===== src/rtl/fht_input_loader.sv =====
// FHT input loader: streams one N-sample frame into the four FHT banks, then hands it to the stage controller.
// Build option FHT_LOADER_BITREV_EN selects bit-reversed bank/address mapping; natural order when undefined.
module fht_input_loader #(
  parameter int A_BIT = 8,
  parameter int N_BIT = 10,   // must equal A_BIT + 2
  parameter int D_BIT = 16
) (
  input  logic             iCLK,
  input  logic             iRESET,
  input  logic [D_BIT-1:0] iDATA,
  input  logic             iVALID,
  input  logic             iLAST,
  output logic             oREADY,
  input  logic             iFHT_RDY,
  output logic             oSTART,
  output logic [D_BIT-1:0] oDATA,
  output logic [A_BIT-1:0] oADDR_WR,
  output logic [3:0]       oWE,
  output logic             oDONE,
  output logic             oERR,
  output logic [7:0]       oFRAME_CNT
);

  typedef enum logic [1:0] {LOAD, START, WAIT_BUSY, WAIT_DONE} state_t;

  localparam logic [N_BIT-1:0] LP_CNT_LAST  = '1;
  localparam logic [2:0]       LP_RETRY_AT  = 3'd4;
  localparam logic [2:0]       LP_WAIT_SAT  = 3'd5;

  state_t           r_state, w_state_nxt;
  logic [N_BIT-1:0] r_cnt, w_cnt_nxt;
  logic [2:0]       r_wait, w_wait_nxt;
  logic             r_start, w_start_nxt;
  logic             r_done, w_done_nxt;
  logic             r_err, w_err_nxt;
  logic [7:0]       r_fcnt, w_fcnt_nxt;
  logic [D_BIT-1:0] r_data;
  logic [A_BIT-1:0] r_addr;
  logic [3:0]       r_we;
  logic             w_accept;
  logic [N_BIT-1:0] w_map;

  assign oREADY   = (r_state == LOAD) & iFHT_RDY;
  assign w_accept = iVALID & oREADY;

`ifdef FHT_LOADER_BITREV_EN
  always_comb begin
    for (int i = 0; i < N_BIT; i++) w_map[i] = r_cnt[N_BIT-1-i];
  end
`else
  assign w_map = r_cnt;
`endif

  // Next-state logic; the start/done/error pulses are computed here and registered below.
  always_comb begin
    w_state_nxt = r_state;
    w_cnt_nxt   = r_cnt;
    w_wait_nxt  = r_wait;
    w_start_nxt = 1'b0;
    w_done_nxt  = 1'b0;
    w_err_nxt   = 1'b0;
    w_fcnt_nxt  = r_fcnt;
    unique case (r_state)
      LOAD: begin
        if (w_accept) begin
          if (r_cnt == LP_CNT_LAST) begin
            w_cnt_nxt   = '0;
            w_state_nxt = START;
          end else if (iLAST) begin
            w_cnt_nxt = '0;
            w_err_nxt = 1'b1;
          end else begin
            w_cnt_nxt = r_cnt + 1'b1;
          end
        end
      end
      START: begin
        w_start_nxt = 1'b1;
        w_wait_nxt  = '0;
        w_state_nxt = WAIT_BUSY;
      end
      WAIT_BUSY: begin
        // A controller that misses the first pulse gets exactly one more; the counter then saturates.
        if (!iFHT_RDY) begin
          w_state_nxt = WAIT_DONE;
        end else begin
          if (r_wait == LP_RETRY_AT) w_start_nxt = 1'b1;
          if (r_wait != LP_WAIT_SAT) w_wait_nxt = r_wait + 3'd1;
        end
      end
      WAIT_DONE: begin
        if (iFHT_RDY) begin
          w_done_nxt  = 1'b1;
          w_fcnt_nxt  = r_fcnt + 8'd1;
          w_state_nxt = LOAD;
        end
      end
    endcase
  end

  always_ff @(posedge iCLK or posedge iRESET) begin
    if (iRESET) begin
      r_state <= LOAD;
      r_cnt   <= '0;
      r_wait  <= '0;
      r_start <= 1'b0;
      r_done  <= 1'b0;
      r_err   <= 1'b0;
      r_fcnt  <= '0;
    end else begin
      r_state <= w_state_nxt;
      r_cnt   <= w_cnt_nxt;
      r_wait  <= w_wait_nxt;
      r_start <= w_start_nxt;
      r_done  <= w_done_nxt;
      r_err   <= w_err_nxt;
      r_fcnt  <= w_fcnt_nxt;
    end
  end

  always_ff @(posedge iCLK or posedge iRESET) begin
    if (iRESET) begin
      r_data <= '0;
      r_addr <= '0;
      r_we   <= '0;
    end else begin
      r_we <= w_accept ? (4'b0001 << w_map[1:0]) : 4'b0000;
      if (w_accept) begin
        r_data <= iDATA;
        r_addr <= w_map[N_BIT-1:2];
      end
    end
  end

  assign oSTART     = r_start;
  assign oDONE      = r_done;
  assign oERR       = r_err;
  assign oFRAME_CNT = r_fcnt;
  assign oDATA      = r_data;
  assign oADDR_WR   = r_addr;
  assign oWE        = r_we;

endmodule


===== config.mk =====
export PLATFORM = sky130hd
export DESIGN_NAME = fht_input_loader
export DESIGN_NICKNAME = d
export VERILOG_FILES = /design/src/rtl/fht_input_loader.sv
export SDC_FILE = /design/constraint.sdc
export NUM_CORES = 1
export LEC_CHECK = 0
export BUFFER_PORTS_ARGS = -buffer_cell sky130_fd_sc_hd__buf_2
export CAP_MARGIN = 20
export CORE_UTILIZATION = 30
export CTS_BUF_LIST = sky130_fd_sc_hd__clkbuf_4
export DETAILED_ROUTE_END_ITERATION = 8
export PLACE_DENSITY = 0.48
export SLEW_MARGIN = 20
export SYNTH_ARGS = -nofsm -noshare
export SYNTH_HDL_FRONTEND = slang
export SYNTH_SLANG_ARGS = --single-unit

===== constraint.sdc =====
create_clock -name iCLK -period 2 [get_ports iCLK]
set_input_delay 0.1 -clock iCLK [delete_from_list [all_inputs] [get_ports iCLK]]
set_output_delay 0.1 -clock iCLK [all_outputs]
set_load 0.01 [all_outputs]

==> impl_metrics.csv <==
group,metric,value,unit
cts,post-cts-setup-buffers,0,
detailed_routing,wl_met3,178,um
worst_setup_path,arrival,2120,ps
cells_and_area,diodes,0,
cts,worst_skew_pair.late_latency,370,ps
grt,grt_pass1_vias,1839,
detailed_routing,vias,1896,
sta,rsz0062_at_grt,"false",
detailed_routing,detail-route-antenna-nets,0,
die,core.rowCount,32,
die,die_h,92.0,um
detailed_routing,wl_per_cell,11.9,um
synth,async_flop_share,1.00,
power,pwr_density_cell,1080,nW/um2
sta,setup_viol,0,
synth,ys_ff_latch,54,
cts,clk_path_buf_depth,2,
detailed_routing,wl_met1,2540,um
synth,yosysWarningCount,0,
grt,grt_pass1_wl,8590,um
sta,max-slew-margin-rel,0.650,
die,die_w,92.0,um
synth,synthCells,249,
detailed_routing,maxUsedRoutingLayer,"met4",
sta,hold_viol,0,
synth,synth.avg_cell_area,9.76,um2
cts,numCtsBuffers,5,
cells_and_area,nNetsFinal,362,
worst_setup_path,worst_setup_path_start_kind,"register",
cts,cts_sinks,54,
cells_and_area,fin_util,0.402,
die,core,7770,um2
synth,ys_seq_area_frac,0.556,
cts,htreeDepth,2,
detailed_routing,drc_errors,0,
die,die_area,8460,um2
cts,cts_root_buf,"clkbuf_4",
place,gp_congestion,0.798,
worst_hold_path,hp-class,"primary input to register",
power,peakVddDrop,0.598,mV
detailed_routing,dr.pass1.iters,4,
sta,slew_viol_final,0,
synth,syn_nets,283,
cts,path_clk_slew,160,ps
grt,overflow,0,
sta,worstMarginPinSlew,524,ps
place,port_buffers,60,
cts,tritoncts,"yes",
synth,synth_edf_count,0,
status,status,"complete, no violations",
synth,ys_types,33,
sta,min_period_over_period,0.903,
sta,period_needed,1810,ps
cells_and_area,area_growth,28.6,%
sta,max_clock_freq,554,MHz
grt,grt_antenna_before_repair,0,
sta,skew,12.9,ps
synth,synthFlopType,"dfrtp_1",
detailed_routing,wl,5110,um
cells_and_area,final_common_cell,"nand2_1",
synth,syn_area,2430,um2
detailed_routing,drt-initial-drc-count,81,
worst_setup_path,cp-end-kind,"register",
worst_setup_path,worst_ep_required_time,2310,ps
cells_and_area,drive_above_1_share,0.243,
cts,postCtsHoldBufs,18,
worst_setup_path,worst-path-max-fanout,20,
sta,setup_tns,0,ps
grt,grt.total_usage,0.127,
worst_setup_path,crit_type,"register to register",
cts,cts_resized,0,
cells_and_area,final_cell_mix,"nand2_1, buf_2, dfrtp_1",
grt,grt_max_degree,33,
job,drv_cap,0,
detailed_routing,dr_wl_met2,2360,um
place,place_hpwl,3520,um
die,ios,61,
detailed_routing,vias_per_cell,4.40,
power,cellLeakagePower,1.66,nW
die,start_util,0.313,
==> cell usage after synthesis, types with 3 or more instances <==
| library cell | count | area, um2 |
|---|---|---|
| nand4_1 | 5 | 31.3 |
| nor3_1 | 4 | 20.0 |
| o21ai_0 | 5 | 25.0 |
| ha_1 | 13 | 163 |
| nor2_1 | 10 | 37.5 |
| inv_1 | 10 | 37.5 |
| clkbuf_1 | 7 | 26.3 |
| nand2_1 | 86 | 323 |
| xnor2_1 | 7 | 61.3 |
| mux2_2 | 3 | 33.8 |
| and2_1 | 6 | 37.5 |
| dfrtp_1 | 54 | 1350 |
| mux2i_1 | 3 | 30.0 |
| xor2_1 | 5 | 43.8 |
| nand3_1 | 5 | 25.0 |
==> state kept, by name (all words and copies together), names as in the netlist <==
name / count
oDATA: 16
oWE: 4
r_state: 2
oSTART: 1
oDONE: 1
oFRAME_CNT: 8
r_wait: 3
r_cnt: 10
oERR: 1
oADDR_WR: 8
==> cell type report <==
cell class              instances  area (um2)
clock buffers                   5        37.5
clock inverters                 3        43.8
fillers                       802        4640
inverters                      10        37.5
multi-input cells             174         997
flip-flops and latches         54        1350
well taps                     102         128
repair buffers                 83         531
==> per-stage QoR <==
step           std cells  power, mW  hold WS (ps)  worst slack, ps  cell area [um2]
5_1_grt              431       3.65           124             58.0             3130
3_5_place_dp         405       2.78           180              224             2860
6_report             431       3.37           122              195             3130
4_1_cts              431       3.44           102              190             3130
3_3_place_gp         405       2.76           173              267             2860
2_1_floorplan        249       2.34           205              317             2430
==> path summary, 6_finish.rpt <==
check	from	endpoint	slack [ps]	depth (start not counted)
max	r_state[0]	r_cnt[8]	190	6
min	iFHT_RDY	oFRAME_CNT[2]	120	3
max reg2reg	r_state[0]	r_cnt[8]	190	6
min reg2reg	oFRAME_CNT[7]	oFRAME_CNT[7]	480	1
max in group asynchronous	iRESET	oADDR_WR[1]	1170	4
min in group asynchronous	iRESET	r_cnt[8]	290	3
==> power by group <==
| part | total [mW] | switching [mW] | internal, mW |
|---|---|---|---|
| clock | 0.615 | 0.349 | 0.266 |
| combinational | 1.15 | 0.635 | 0.516 |
| sequential | 1.61 | 0.219 | 1.39 |
==> kinds of logic after synthesis <==
| family | after synthesis | synth area share |
|---|---|---|
| xor+xnor | 12 | 0.0433 |
| simple gates | 125 | 0.226 |
| mux | 6 | 0.0263 |
| fa+ha+maj | 13 | 0.0669 |
| compound gates | 18 | 0.0479 |
| buf+inv | 21 | 0.0335 |
| flops | 54 | 0.556 |
==> routing by layer <==
metal	track usage	vias up
li1	-	964
met1	0.175	894
met2	0.201	36
met3	0.0265	2
met4	0.0352	0
met5	0	-
==> worst max-delay path, stage by stage, from the launching register on <==
cell     delay (ps)
dfrtp_1         430
inv_1           130
ha_1            230
nand3_2         110
buf_4           220
or4_1           520
o21ai_1         120
Power figures use the tool's default switching activity.
